$ cat config.mk
export PLATFORM = sky130hd
export DESIGN_NAME = uart_tx_flat
export DESIGN_NICKNAME = d
export VERILOG_FILES = /design/src/rtl/uart_tx_if.sv /design/src/rtl/uart_tx.sv /design/src/flat_wrapper.sv
export SDC_FILE = /design/constraint.sdc
export NUM_CORES = 1
export LEC_CHECK = 0
export ABC_CLOCK_PERIOD_IN_PS = 4750
export CORE_UTILIZATION = 29
export CTS_BUF_LIST = sky130_fd_sc_hd__clkbuf_4
export CTS_CLUSTER_SIZE = 24
export DETAILED_ROUTE_END_ITERATION = 12
export PLACE_DENSITY = 0.44
export SLEW_MARGIN = 30
export SYNTH_ARGS = -nofsm -noshare
export SYNTH_HDL_FRONTEND = slang
export SYNTH_SLANG_ARGS = --single-unit
$ cat constraint.sdc
create_clock -name clk -period 4.75 [get_ports clk]
set_input_delay 1.1875 -clock clk [delete_from_list [all_inputs] [get_ports clk]]
set_output_delay 1.1875 -clock clk [all_outputs]
set_load 0.05 [all_outputs]
$ cat src/rtl/uart_tx_if.sv
// Host-side byte handshake plus serial line and status for uart_tx.
// master = host/FIFO side, slave = transmitter side.
interface uart_tx_if;
  logic [7:0] tx_data;
  logic       tx_valid;
  logic       tx_ready;
  logic       tx_serial;
  logic       tx_busy;

  modport master (
    output tx_data, tx_valid,
    input  tx_ready, tx_serial, tx_busy
  );

  modport slave (
    input  tx_data, tx_valid,
    output tx_ready, tx_serial, tx_busy
  );
endinterface

$ cat src/rtl/uart_tx.sv
// 8N1 UART transmitter: one byte per valid/ready handshake, serialised LSB-first
// at CLK_FREQ/BAUD_RATE clocks per bit. All outputs come straight from flops.
module uart_tx #(
  parameter int CLK_FREQ  = 50_000_000,
  parameter int BAUD_RATE = 115200
) (
  input  logic     clk,
  input  logic     rst_,
  uart_tx_if.slave bus
);
  localparam int DIVISOR = CLK_FREQ / BAUD_RATE;
  localparam int CW      = (DIVISOR > 1) ? $clog2(DIVISOR) : 1;
  localparam logic [CW-1:0] CNT_LAST = CW'(DIVISOR - 1);

  generate
    if (DIVISOR < 2) begin : g_div_chk
      $error("uart_tx: CLK_FREQ/BAUD_RATE must be >= 2");
    end
  endgenerate

  typedef enum logic [1:0] {IDLE, START, DATA, STOP} state_t;

  state_t        state, state_nxt;
  logic [CW-1:0] cnt, cnt_nxt;
  logic [2:0]    bit_idx, bit_idx_nxt;
  logic [7:0]    shreg, shreg_nxt;
  logic          ser_q, ser_nxt;
  logic          rdy_q, busy_q;
  logic          accept, bit_end;

  assign accept        = bus.tx_valid && rdy_q;
  assign bit_end       = (cnt == CNT_LAST);
  assign bus.tx_serial = ser_q;
  assign bus.tx_ready  = rdy_q;
  assign bus.tx_busy   = busy_q;

  always_ff @(posedge clk) begin
    if (rst_) begin
      state   <= IDLE;
      cnt     <= '0;
      bit_idx <= '0;
      shreg   <= '0;
      ser_q   <= 1'b1;
      rdy_q   <= 1'b1;
      busy_q  <= 1'b0;
    end else begin
      state   <= state_nxt;
      cnt     <= cnt_nxt;
      bit_idx <= bit_idx_nxt;
      shreg   <= shreg_nxt;
      ser_q   <= ser_nxt;
      rdy_q   <= (state_nxt == IDLE);
      busy_q  <= (state_nxt != IDLE);
    end
  end

  always_comb begin
    state_nxt   = state;
    cnt_nxt     = bit_end ? '0 : cnt + CW'(1);
    bit_idx_nxt = bit_idx;
    shreg_nxt   = shreg;
    unique case (state)
      IDLE: begin
        cnt_nxt = '0;
        if (accept) begin
          shreg_nxt = bus.tx_data;
          state_nxt = START;
        end
      end
      START: begin
        if (bit_end) begin
          state_nxt   = DATA;
          bit_idx_nxt = '0;
        end
      end
      DATA: begin
        if (bit_end) begin
          shreg_nxt   = {1'b0, shreg[7:1]};
          bit_idx_nxt = bit_idx + 3'd1;
          if (bit_idx == 3'd7) state_nxt = STOP;
        end
      end
      STOP: begin
        if (bit_end) state_nxt = IDLE;
      end
      default: state_nxt = IDLE;
    endcase

    // Line level is decoded from the next state so the flop already holds it
    // in the first cycle of each bit.
    unique case (state_nxt)
      START:   ser_nxt = 1'b0;
      DATA:    ser_nxt = shreg_nxt[0];
      default: ser_nxt = 1'b1;
    endcase
  end
endmodule

$ cat src/flat_wrapper.sv
// flat-port wrapper written by rule: the top's interface ports become plain ports
module uart_tx_flat 
#(
  parameter int CLK_FREQ  = 50_000_000,
  parameter int BAUD_RATE = 115200
)
  (clk, rst_, bus_tx_data, bus_tx_valid, bus_tx_ready, bus_tx_serial, bus_tx_busy);
  uart_tx_if bus_i ();
  input  logic clk;
  input  logic rst_;
  input wire logic [$bits(bus_i.tx_data)-1:0] bus_tx_data;
  input wire logic [$bits(bus_i.tx_valid)-1:0] bus_tx_valid;
  output wire logic [$bits(bus_i.tx_ready)-1:0] bus_tx_ready;
  output wire logic [$bits(bus_i.tx_serial)-1:0] bus_tx_serial;
  output wire logic [$bits(bus_i.tx_busy)-1:0] bus_tx_busy;
  assign bus_i.tx_data = bus_tx_data;
  assign bus_i.tx_valid = bus_tx_valid;
  assign bus_tx_ready = bus_i.tx_ready;
  assign bus_tx_serial = bus_i.tx_serial;
  assign bus_tx_busy = bus_i.tx_busy;
  uart_tx #(.CLK_FREQ(CLK_FREQ), .BAUD_RATE(BAUD_RATE)) u_core (.clk(clk), .rst_(rst_), .bus(bus_i));
endmodule
==> flow_summary.yaml <==
outcome:
  outcome: "finished clean"
logic_synthesis:
  yosysSeqAreaShare_pct: 44.9
  synth.largest_area_cell: "dfxtp_1"
  synth_flop_cell: "dfxtp_1"
  yosysWarnings: 0
  synth_nets: 137
  netlist_area_mm2: 0.00111
  synth_common_cells: "25 x dfxtp_1, 20 x nor2_1, 11 x nand2_1, 9 x a21oi_1, 8 x a22oi_1"
  ys_ff_latch: 25
  post_synth_num_cell_types: 31
  synth_most_common_cell: "dfxtp_1"
  ys_top_cells_by_area: "dfxtp_1 45%, nor2_1 6.7%, a22oi_1 5.4%, xnor2_1 4.7%, ha_1 4.5%"
  async_flop_share_pct: 0
  syn_inst: 122
  netlist.area_leader.share_pct: 44.9
  synth_area_per_cell_um2: 9.14
  synth_edf_count: 0
setup_path:
  startpoint_type: "input port"
  critPathMaxFanout: 11
  critPathLaunch: "bus_tx_valid"
  cp-end-kind: "register"
  required_ns: 4.96
  r2r-start: "u_core.state[1]"
  worstPathArrival_ns: 2.98
  critPathKind: "in -> reg"
global_route:
  grt_pass1_wl_mm: 3.60
  gr-total-overflow: 0
  antenna_found_initial: 0
  grt_pass1_vias: 833
  track_usage_pct: 11.3
  gr-usage-met1_pct: 14.0
  grt_max_degree: 16
  grtUsageMet2_pct: 18.8
  grt.busiest_layer: "met2"
  use_met3_pct: 2.68
cts:
  cts_resized: 0
  clock_latency_ns: 0.31
  cts_setup_buffers: 0
  clockBufferDepth: 2
  clock_sinks: 25
  ctsHoldBuffers: 0
  cts_buffers: 3
  cts_tree: "done"
  cts-root-buf: "clkbuf_4"
  path_clk_slew_ns: 0.13
  htree_num_levels: 1
floorplanning:
  ios: 14
  die_h_um: 64
  coreArea_mm2: 0.00366
  die_w_um: 64
  die_area_mm2: 0.00410
  num_rows: 22
  start_util_pct: 30.5
detailed_routing:
  drc: 0
  dr.pass1.iters: 4
  dr.first_iter.drc_count: 44
  ant_nets: 0
  via_per_inst: 4.70
  wirelength_mm: 2.10
  avgRoutedWirePerCell_um: 11.6
  num_vias: 850
worst_hold_path:
  hp-start: "u_core.shreg[3]"
  hold_class: "reg -> reg"
timing:
  slew_headroom_pct: 62.3
  drv_slew: 0
  tightest_slew_ns: 0.564
  finalSetupTns_ns: 0
  period_minus_slack_ns: 2.77
  fin_ws_ns: 1.98
  fin_worst_skew_ns: 0.00290
  finalCritPeriodShare_pct: 58.3
  rsz0062_at_grt: "no"
  fmax_mhz: 361
  finalHoldViolations: 0
  setup_violations: 0
placement:
  post-place-ws_ns: 1.62
  gp_congestion: 0.671
  portBuffers: 13
  dp_hpwl_mm: 1.53
  placed_area_mm2: 0.00127
finish:
  fin_area_mm2: 0.00130
  n_antenna_cell: 0
  final_util_pct: 35.5
  synthToLayoutAreaGrowth_pct: 16.6
  layout-drive-gt1-share_pct: 6.77
  nets: 149
pwr:
  powerDensity_mw_per_mm2: 289
  p_leak_uw: 0.000442
  peakVddDrop_uv: 99.5
run:
  cap_violations: 0
## stage by stage
step,power (uW),hold slack [ns],instances
finish,376,0.466,181
global route,399,0.500,181
CTS,384,0.468,181
detailed placement,282,0.450,177
global placement,282,0.451,177
floorplan,264,0.430,122
## area by class of cell
class / count / area [um2]
Clock buffer: 4 / 30.0
Tap cell: 48 / 60.1
Multi-Input combinational cell: 86 / 561
Sequential cell: 25 / 500
Inverter: 5 / 18.8
Fill cell: 391 / 2360
Timing Repair Buffer: 13 / 130
## critical path: stages
cell             delay (ns)
clkdlybuf4s50_1        0.46
and4bb_1               0.47
a41oi_2                0.17
a221o_1                0.38
a2111oi_2              0.22
o21ai_1                0.09
## placed cells by master (no fill, tap or decap), drive strengths merged
cell type      instances
and4                   1
nand2                 11
nand3                  4
a221o                  1
clkdlybuf4s50         13
nor2b                  3
and4bb                 2
a41oi                  1
a2bb2oi                2
a21oi                  9
and4b                  1
mux2i                  1
a2111oi                1
ha                     4
a22oi                  8
o21ai                  1
dfxtp                 25
o21bai                 1
xnor2                  6
inv                    5
and2                   2
nor2                  20
a31oi                  2
nand4                  1
or3                    1
clkbuf                 4
nor3b                  1
xor2                   2
## metal layers
layer / wire (um) / part of all wire, % / up-vias
li1: - / - / 441
met3: 59 / 2.8 / 2
met2: 988 / 47 / 10
met1: 1040 / 50 / 397
met5: 0 / 0 / -
met4: 13 / 0.62 / 0
## flip-flops by register name (all words and copies together) (netlist names)
signal	cells
u_core.bus.tx_busy	1
u_core.bus.tx_ready	1
u_core.bit_idx	3
u_core.shreg	8
u_core.bus.tx_serial	1
u_core.cnt	9
u_core.state	2
## final timing paths
kind / endpoint / depth (start not counted) / slack (ns)
min reg2reg: u_core.shreg[3] / 2 / 0.47
min: u_core.shreg[3] / 2 / 0.47
max reg2reg: u_core.bus.tx_serial / 5 / 2.71
max: u_core.bus.tx_serial / 6 / 1.98
## power breakdown
group	leakage, uW	switching (uW)	total, uW	internal (uW)
logic	0.000220	28.0	51.6	23.6
registers	0.000204	6.07	225	219
clock network	0.0000184	61.4	99.8	38.5
## kinds of logic after synthesis
kind of cell	after synthesis	synth area share [%]
buffers and inverters	11	4.83
XOR/XNOR	8	6.29
adder cells (fa/ha/maj)	4	4.49
AO/OA/AOI/OAI	26	16.9
multiplexers	1	0.898
flip-flops	25	44.9
AND/OR/NAND/NOR	47	21.7
(Power assumes the default switching activity.)
